`src/rtl/mips_multicycle_ctrl_if.sv`:
```
// Control bundle between the multicycle MIPS controller and its datapath/memory.
// The master modport is the controller side and the slave modport is the datapath side.
interface mips_multicycle_ctrl_if #(
  parameter int CNT_W = 32
) ();
  logic [5:0]       opcode;
  logic [5:0]       funct;
  logic             zero;
  logic             mem_ready;
  logic             mem_req;
  logic             mem_write;
  logic             iord;
  logic             ir_write;
  logic             reg_write;
  logic             reg_dst;
  logic             mem_to_reg;
  logic             alu_src_a;
  logic [1:0]       alu_src_b;
  logic [2:0]       alu_ctrl;
  logic [1:0]       pc_src;
  logic             pc_en;
  logic             illegal_op;
  logic [CNT_W-1:0] retired;

  modport master (
    input  opcode, funct, zero, mem_ready,
    output mem_req, mem_write, iord, ir_write, reg_write, reg_dst, mem_to_reg,
           alu_src_a, alu_src_b, alu_ctrl, pc_src, pc_en, illegal_op, retired
  );

  modport slave (
    output opcode, funct, zero, mem_ready,
    input  mem_req, mem_write, iord, ir_write, reg_write, reg_dst, mem_to_reg,
           alu_src_a, alu_src_b, alu_ctrl, pc_src, pc_en, illegal_op, retired
  );
endinterface

```
`src/rtl/mips_multicycle_ctrl.sv`:
```
// Multicycle MIPS control FSM: sequences the shared datapath, waits on memory
// ready, and counts retired instructions.
module mips_multicycle_ctrl #(
  parameter int CNT_W = 32
) (
  input logic                  clk,
  input logic                  rst_n,
  mips_multicycle_ctrl_if.master bus
);

  typedef enum logic [3:0] {
    FETCH  = 4'd0,
    DECODE = 4'd1,
    MEMADR = 4'd2,
    MEMRD  = 4'd3,
    MEMWB  = 4'd4,
    MEMWR  = 4'd5,
    EXEC   = 4'd6,
    ALUWB  = 4'd7,
    BRANCH = 4'd8,
    ADDIEX = 4'd9,
    ADDIWB = 4'd10,
    JUMP   = 4'd11
  } state_t;

  localparam logic [5:0] OP_R    = 6'b000000;
  localparam logic [5:0] OP_LW   = 6'b100011;
  localparam logic [5:0] OP_SW   = 6'b101011;
  localparam logic [5:0] OP_BEQ  = 6'b000100;
  localparam logic [5:0] OP_ADDI = 6'b001000;
  localparam logic [5:0] OP_J    = 6'b000010;

  state_t           state;
  logic [CNT_W-1:0] retired_q;
  logic [2:0]       funct_ctrl;
  logic             funct_legal;
  logic             retire_now;

  always_comb begin
    funct_ctrl  = 3'b000;
    funct_legal = 1'b1;
    case (bus.funct)
      6'b100000: funct_ctrl = 3'b010;
      6'b100010: funct_ctrl = 3'b110;
      6'b100100: funct_ctrl = 3'b000;
      6'b100101: funct_ctrl = 3'b001;
      6'b101010: funct_ctrl = 3'b111;
      default:   funct_legal = 1'b0;
    endcase
  end

  // A store retires only once memory has accepted the write.
  always_comb begin
    retire_now = 1'b0;
    case (state)
      MEMWB, ALUWB, BRANCH, ADDIWB, JUMP: retire_now = 1'b1;
      MEMWR:                              retire_now = bus.mem_ready;
      default:                            retire_now = 1'b0;
    endcase
  end

  always_ff @(posedge clk or negedge rst_n) begin
    if (!rst_n) begin
      state     <= FETCH;
      retired_q <= '0;
    end else begin
      if (retire_now) retired_q <= retired_q + 1'b1;
      case (state)
        FETCH:  if (bus.mem_ready) state <= DECODE;
        DECODE: begin
          case (bus.opcode)
            OP_LW, OP_SW: state <= MEMADR;
            OP_R:         state <= EXEC;
            OP_BEQ:       state <= BRANCH;
            OP_ADDI:      state <= ADDIEX;
            OP_J:         state <= JUMP;
            default:      state <= FETCH;
          endcase
        end
        MEMADR: state <= (bus.opcode == OP_LW) ? MEMRD : MEMWR;
        MEMRD:  if (bus.mem_ready) state <= MEMWB;
        MEMWR:  if (bus.mem_ready) state <= FETCH;
        EXEC:   state <= funct_legal ? ALUWB : FETCH;
        ADDIEX: state <= ADDIWB;
        default: state <= FETCH;
      endcase
    end
  end

  assign bus.retired = retired_q;

  // Moore decode of state; gated by rst_n so every strobe drops the moment reset asserts.
  always_comb begin
    bus.mem_req    = 1'b0;
    bus.mem_write  = 1'b0;
    bus.iord       = 1'b0;
    bus.ir_write   = 1'b0;
    bus.reg_write  = 1'b0;
    bus.reg_dst    = 1'b0;
    bus.mem_to_reg = 1'b0;
    bus.alu_src_a  = 1'b0;
    bus.alu_src_b  = 2'b00;
    bus.alu_ctrl   = 3'b000;
    bus.pc_src     = 2'b00;
    bus.pc_en      = 1'b0;
    bus.illegal_op = 1'b0;
    if (rst_n) begin
      case (state)
        FETCH: begin
          bus.mem_req   = 1'b1;
          bus.alu_src_b = 2'b01;
          bus.alu_ctrl  = 3'b010;
          bus.ir_write  = bus.mem_ready;
          bus.pc_en     = bus.mem_ready;
        end
        DECODE: begin
          bus.alu_src_b = 2'b11;
          bus.alu_ctrl  = 3'b010;
          case (bus.opcode)
            OP_LW, OP_SW, OP_R, OP_BEQ, OP_ADDI, OP_J: bus.illegal_op = 1'b0;
            default:                                   bus.illegal_op = 1'b1;
          endcase
        end
        MEMADR, ADDIEX: begin
          bus.alu_src_a = 1'b1;
          bus.alu_src_b = 2'b10;
          bus.alu_ctrl  = 3'b010;
        end
        MEMRD: begin
          bus.mem_req = 1'b1;
          bus.iord    = 1'b1;
        end
        MEMWB: begin
          bus.reg_write  = 1'b1;
          bus.mem_to_reg = 1'b1;
        end
        MEMWR: begin
          bus.mem_req   = 1'b1;
          bus.mem_write = 1'b1;
          bus.iord      = 1'b1;
        end
        EXEC: begin
          bus.alu_src_a  = 1'b1;
          bus.alu_ctrl   = funct_ctrl;
          bus.illegal_op = ~funct_legal;
        end
        ALUWB: begin
          bus.reg_write = 1'b1;
          bus.reg_dst   = 1'b1;
        end
        BRANCH: begin
          bus.alu_src_a = 1'b1;
          bus.alu_ctrl  = 3'b110;
          bus.pc_src    = 2'b01;
          bus.pc_en     = bus.zero;
        end
        ADDIWB:  bus.reg_write = 1'b1;
        JUMP: begin
          bus.pc_src = 2'b10;
          bus.pc_en  = 1'b1;
        end
        default: bus.mem_req = 1'b0;
      endcase
    end
  end

endmodule

```
`src/flat_wrapper.sv`:
```
// flat-port wrapper written by rule: the top's interface ports become plain ports
module mips_multicycle_ctrl_flat 
#(
  parameter int CNT_W = 32
)
  (clk, rst_n, bus_opcode, bus_funct, bus_zero, bus_mem_ready, bus_mem_req, bus_mem_write, bus_iord, bus_ir_write, bus_reg_write, bus_reg_dst, bus_mem_to_reg, bus_alu_src_a, bus_alu_src_b, bus_alu_ctrl, bus_pc_src, bus_pc_en, bus_illegal_op, bus_retired);
  mips_multicycle_ctrl_if #(.CNT_W(CNT_W)) bus_i ();
  input logic clk;
  input logic rst_n;
  input wire logic [$bits(bus_i.opcode)-1:0] bus_opcode;
  input wire logic [$bits(bus_i.funct)-1:0] bus_funct;
  input wire logic [$bits(bus_i.zero)-1:0] bus_zero;
  input wire logic [$bits(bus_i.mem_ready)-1:0] bus_mem_ready;
  output wire logic [$bits(bus_i.mem_req)-1:0] bus_mem_req;
  output wire logic [$bits(bus_i.mem_write)-1:0] bus_mem_write;
  output wire logic [$bits(bus_i.iord)-1:0] bus_iord;
  output wire logic [$bits(bus_i.ir_write)-1:0] bus_ir_write;
  output wire logic [$bits(bus_i.reg_write)-1:0] bus_reg_write;
  output wire logic [$bits(bus_i.reg_dst)-1:0] bus_reg_dst;
  output wire logic [$bits(bus_i.mem_to_reg)-1:0] bus_mem_to_reg;
  output wire logic [$bits(bus_i.alu_src_a)-1:0] bus_alu_src_a;
  output wire logic [$bits(bus_i.alu_src_b)-1:0] bus_alu_src_b;
  output wire logic [$bits(bus_i.alu_ctrl)-1:0] bus_alu_ctrl;
  output wire logic [$bits(bus_i.pc_src)-1:0] bus_pc_src;
  output wire logic [$bits(bus_i.pc_en)-1:0] bus_pc_en;
  output wire logic [$bits(bus_i.illegal_op)-1:0] bus_illegal_op;
  output wire logic [$bits(bus_i.retired)-1:0] bus_retired;
  assign bus_i.opcode = bus_opcode;
  assign bus_i.funct = bus_funct;
  assign bus_i.zero = bus_zero;
  assign bus_i.mem_ready = bus_mem_ready;
  assign bus_mem_req = bus_i.mem_req;
  assign bus_mem_write = bus_i.mem_write;
  assign bus_iord = bus_i.iord;
  assign bus_ir_write = bus_i.ir_write;
  assign bus_reg_write = bus_i.reg_write;
  assign bus_reg_dst = bus_i.reg_dst;
  assign bus_mem_to_reg = bus_i.mem_to_reg;
  assign bus_alu_src_a = bus_i.alu_src_a;
  assign bus_alu_src_b = bus_i.alu_src_b;
  assign bus_alu_ctrl = bus_i.alu_ctrl;
  assign bus_pc_src = bus_i.pc_src;
  assign bus_pc_en = bus_i.pc_en;
  assign bus_illegal_op = bus_i.illegal_op;
  assign bus_retired = bus_i.retired;
  mips_multicycle_ctrl #(.CNT_W(CNT_W)) u_core (.clk(clk), .rst_n(rst_n), .bus(bus_i));
endmodule
```
`config.mk`:
```
export PLATFORM = sky130hd
export DESIGN_NAME = mips_multicycle_ctrl_flat
export DESIGN_NICKNAME = d
export VERILOG_FILES = /design/src/rtl/mips_multicycle_ctrl_if.sv /design/src/rtl/mips_multicycle_ctrl.sv /design/src/flat_wrapper.sv
export SDC_FILE = /design/constraint.sdc
export NUM_CORES = 1
export LEC_CHECK = 0
export ABC_AREA = 1
export CAP_MARGIN = 20
export CORE_MARGIN = 2
export CORE_UTILIZATION = 38
export CTS_BUF_LIST = sky130_fd_sc_hd__clkbuf_8
export DETAILED_ROUTE_END_ITERATION = 12
export GPL_ROUTABILITY_DRIVEN = 0
export PLACE_DENSITY = 0.66
export SLEW_MARGIN = 25
export SYNTH_ARGS = -nofsm -noshare
export SYNTH_HDL_FRONTEND = slang
export SYNTH_SLANG_ARGS = --single-unit
```
`constraint.sdc`:
```
create_clock -name clk -period 4.4 [get_ports clk]
set_input_delay 0.66 -clock clk [delete_from_list [all_inputs] [get_ports clk]]
set_output_delay 0.66 -clock clk [all_outputs]
set_load 0.05 [all_outputs]
```
Yosys cells after proc, flatten, opt, wreduce, memory -nomap -nowiden
Cells that the tools add are included.

word-level totals
  output and inout bits = 49
  bits in registers = 36
  logic and storage cells = 78
  input port bits = 16

operators by class
  add/subtract/negate cells = 1
  multiplexer cells = 37
  bitwise operators = 1
  equal/unequal tests = 24
  reduce and logical (&&, ||, !) cells = 13

operator list
  cell                     number
  $eq A6 B6 Y1 const B     7
  $add A32 B1 Y32 const B  1
  $pmux W4 S7              1
  $mux W1                  20
  $pmux W4 S5              1
  $eq A4 B3 Y1 const B     4
  $eq A4 B4 Y1 const B     4
  $mux W4                  3
  $pmux W3 S4              1
  $reduce_or A5 Y1         2
  $mux W3                  3
  $pmux W3 S3              1
  $eq A4 B2 Y1 const B     2
  $reduce_or A4 Y1         2
  $eq A6 B2 Y1 const B     1
  $eq A6 B3 Y1 const B     1
  $eq A6 B4 Y1 const B     1
  $logic_not A6 Y1         1
  $ne A2 B2 Y1 const B     3
  $pmux W2 S3              1
  $reduce_or A2 Y1         3
  $reduce_or A3 Y1         2
  $reduce_or A6 Y1         1
  $eq A4 B1 Y1 const B     1
  other kinds (7)          9

Logic depth before layout (Yosys ltp)
  depth after elaboration = 6
  depth in mapped cells = 11
  gate-level depth less buffers = 10

Least setup slack after synthesis
OpenSTA, ideal clock, no wires.

  path kind = input to output
  start point = input rst_n
  end point = output bus_alu_ctrl[1]
  required time = 3,740 ps
  path slack = 980 ps
  path buffers = 1
  stages on the path = 7
  data arrival time = 2,760 ps
  cell sequence = clkbuf_1 > inv_1 > nor2_1 > inv_1 > nand2_1 > inv_1 > nand4_1

between the ends
  longest elaborated chain between the ends = 1

ends and longest elaborated chain
  element      RTL line                     RTL
  from (decl)  flat_wrapper.sv:9            input logic rst_n;
  $mux W3      mips_multicycle_ctrl.sv:107  if (rst_n) begin
  to (decl)    flat_wrapper.sv:23           output wire logic [$bits(bus_i.alu_ctrl)-1:0] bus_alu_ctrl;

No other way between the ends.

Worst setup path in the final report
Same ends and word-level chain as after synthesis.

==> flow_summary.yaml <==
outcome:
  status: "complete, no violations"
timing:
  setup_violations: 0
  finalSetupTns_ns: 0
  worst_pin_slew_ns: 0.570
  max_freq_ghz: 0.301
  fin_skew_ns: 0.0102
  relSlewSlack_pct: 62.0
  slew_viol_final: 0
  rsz0062_at_grt: "no"
  fin_crit_sh_pct: 75.5
  period_minus_slack_ns: 3.32
  hold_viol: 0
global_routing:
  grt_pass1_wl_mm: 12.2
  gr-usage-met3_pct: 3.42
  antenna_found_initial: 0
  grt-ovfl-total: 0
  use_met2_pct: 32.1
  top_usage_layer: "met2"
  grt_pass1_vias: 2664
  track_usage_pct: 19.3
  grt_max_degree: 36
  use_met1_pct: 25.9
clock_tree:
  cts_made_buffers: 5
  htreeDepth: 2
  clk_latency_ns: 0.29
  post_cts_resized: 0
  postCtsSetupRepairBufs: 0
  cts_root_buf: "clkbuf_8"
  clock_path_buffers: 2
  cts_hold_buf: 0
  cts_tree: "yes"
  path_clk_slew_ns: 0.07
  cts_sinks: 36
finish:
  utilization_pct: 49.7
  final_area_mm2: 0.00357
  fin_cells: 645
  antennaDiodeCount: 0
  drive_gt1_share_pct: 3.48
  final_nets: 563
  area_growth_pct: 28.8
critical_path:
  cp_max_fo: 26
  slowest_delay_ns: 0.81
  critPathSlowestCell: "clkdlybuf4s50_1"
  crit_required_ns: 3.74
  crit_arrival_ns: 2.66
  r2r-start: "u_core.state[0]"
  crit_path_start: "rst_n"
  cp-start-kind: "input port"
  path_cells: "buf_2, inv_1, nor2_1, inv_1, nand2_1, inv_1, nand4_1, clkdlybuf4s50_1"
  critPathCaptureType: "primary output"
  critPathKind: "in -> out"
  path_common_cell: "inv_1"
route:
  viasPerCell: 4.73
  drt_iter0_markers: 141
  wire_per_inst_um: 11.4
  drt-pass1-iter-count: 5
  num_vias: 3049
  finalWirelength_mm: 7.34
  ant_nets: 0
  drc: 0
synthesis:
  ys_types: 23
  avgSynthCellArea_um2: 5.76
  synth_cells: 481
  ys_dominant_reg_cell: "dfrtp_1"
  ys_async_sr_fraction_pct: 100
  yosys_warnings: 0
  synth_nets: 498
  netlist_area_mm2: 0.00277
  ys_ff_latch: 36
  synth_edf_count: 0
  ys_seq_area_share_pct: 32.5
placement:
  placed_area_mm2: 0.00349
  io_buffers: 64
  dp.cells: 638
  hpwl_mm: 5.76
flow_run:
  maxCapViolations: 0
pwr:
  leakage_nw: 1.70
  powerDensity_mw_per_mm2: 334
  ir_drop_v: 0.000188
die:
  ios: 65
  die_h_um: 89.4
  coreArea_mm2: 0.00718
  initial_core_util_pct: 38.6
  die_area_mm2: 0.00799
  rows: 31
  fp.dieW_um: 89.4
min_path:
  hp-class: "in -> async"
==> cell usage in the layout, fill, tap and decap left out <==
| cell | Yosys | final |
|---|---|---|
| nand4_1 | 5 | 5 |
| xnor2_1 | 1 | 1 |
| o211ai_1 | 2 | 2 |
| nor3_1 | 3 | 3 |
| nand2_1 | 225 | 225 |
| xor2_1 | 12 | 12 |
| o21ai_0 | 7 | 7 |
| o21ai_1 | 5 | 5 |
| buf_4 | 0 | 1 |
| inv_2 | 6 | 6 |
| clkbuf_8 | 0 | 5 |
| nor2_1 | 83 | 83 |
| o22ai_1 | 1 | 1 |
| inv_1 | 47 | 48 |
| nand3_1 | 30 | 30 |
| ha_1 | 1 | 1 |
| dfrtp_1 | 36 | 36 |
| clkinv_2 | 0 | 1 |
| nand2_4 | 1 | 1 |
| buf_2 | 4 | 1 |
| nand3b_1 | 1 | 1 |
| clkdlybuf4s50_1 | 0 | 63 |
| nor2_2 | 4 | 4 |
| and2_1 | 1 | 1 |
| a21oi_1 | 3 | 3 |
==> critical path, delay by kind of cell <==
family / cells / cell delay, ns
simple gates: 3 / 0.34
buf+inv: 5 / 1.63
==> registers in the layout, summed over array words and instances (netlist names) <==
signal	cells
u_core.state	4
u_core.bus.retired	32
==> logic make-up (layout without fill, tap and decap cells) <==
kind of cell,Yosys count,count (layout),synth area share (%)
xor gates and xnor gates,13,13,4.11
and+or+nand+nor,353,353,50.6
buffers and inverters,60,125,8.85
DFF,36,36,32.5
AOI/OAI and AO/OA,18,18,3.48
adders and majority gates,1,1,0.451
==> layout make-up <==
| cell class | count | area, um2 |
|---|---|---|
| flip-flops and latches | 36 | 901 |
| repair buffers | 65 | 643 |
| clock inverters | 2 | 8.76 |
| well taps | 99 | 124 |
| fillers | 761 | 3610 |
| clock buffers | 5 | 68.8 |
| inverters | 53 | 199 |
| multi-input cells | 385 | 1630 |
==> layer usage <==
metal / wire length [um] / share of wire, % / up-vias
li1: - / - / 1599
met1: 3460 / 47 / 1393
met2: 3510 / 48 / 49
met3: 274 / 3.7 / 8
met4: 89 / 1.2 / 0
met5: 0 / 0 / -
==> cell usage after synthesis (all sizes together), types with 2 or more instances <==
master  number  area (um2)
inv         53         199
o21ai       12        60.1
nor3         3        15.0
a21oi        3        15.0
xor2        12         105
buf          6        42.5
nor2        87         337
nand3       30         150
nand4        5        31.3
o211ai       2        15.0
dfrtp       36         901
nand2      226         856
==> power by group <==
part | switching [mW] | internal [mW]
sequential | 0.0481 | 0.365
clock | 0.114 | 0.105
combinational | 0.395 | 0.166
total | 0.557 | 0.636
==> final timing paths <==
kind | endpoint | slack [ns] | cells after the start
min in group clk | u_core.bus.retired[31] | 0.55 | 2
hold / removal | u_core.bus.retired[17] | 0.36 | 1
setup reg to reg | u_core.bus.retired[6] | 2.42 | 8
max in group asynchronous | u_core.bus.retired[6] | 3.35 | 2
setup / recovery | bus_alu_ctrl[1] | 1.08 | 8
hold reg to reg | u_core.bus.retired[31] | 0.55 | 2
==> stage by stage <==
| stage | total power, mW | hold WS (ns) | setup WS [ns] |
|---|---|---|---|
| global route | 1.27 | 0.401 | 0.837 |
| finish | 1.19 | 0.357 | 1.08 |
| global placement | 0.982 | 0.521 | 1.12 |
| detailed placement | 0.985 | 0.536 | 1.06 |
| CTS | 1.21 | 0.376 | 1.06 |
| floorplan | 0.816 | 0.364 | 0.980 |
Note: power is estimated with default switching activity, not from simulation.
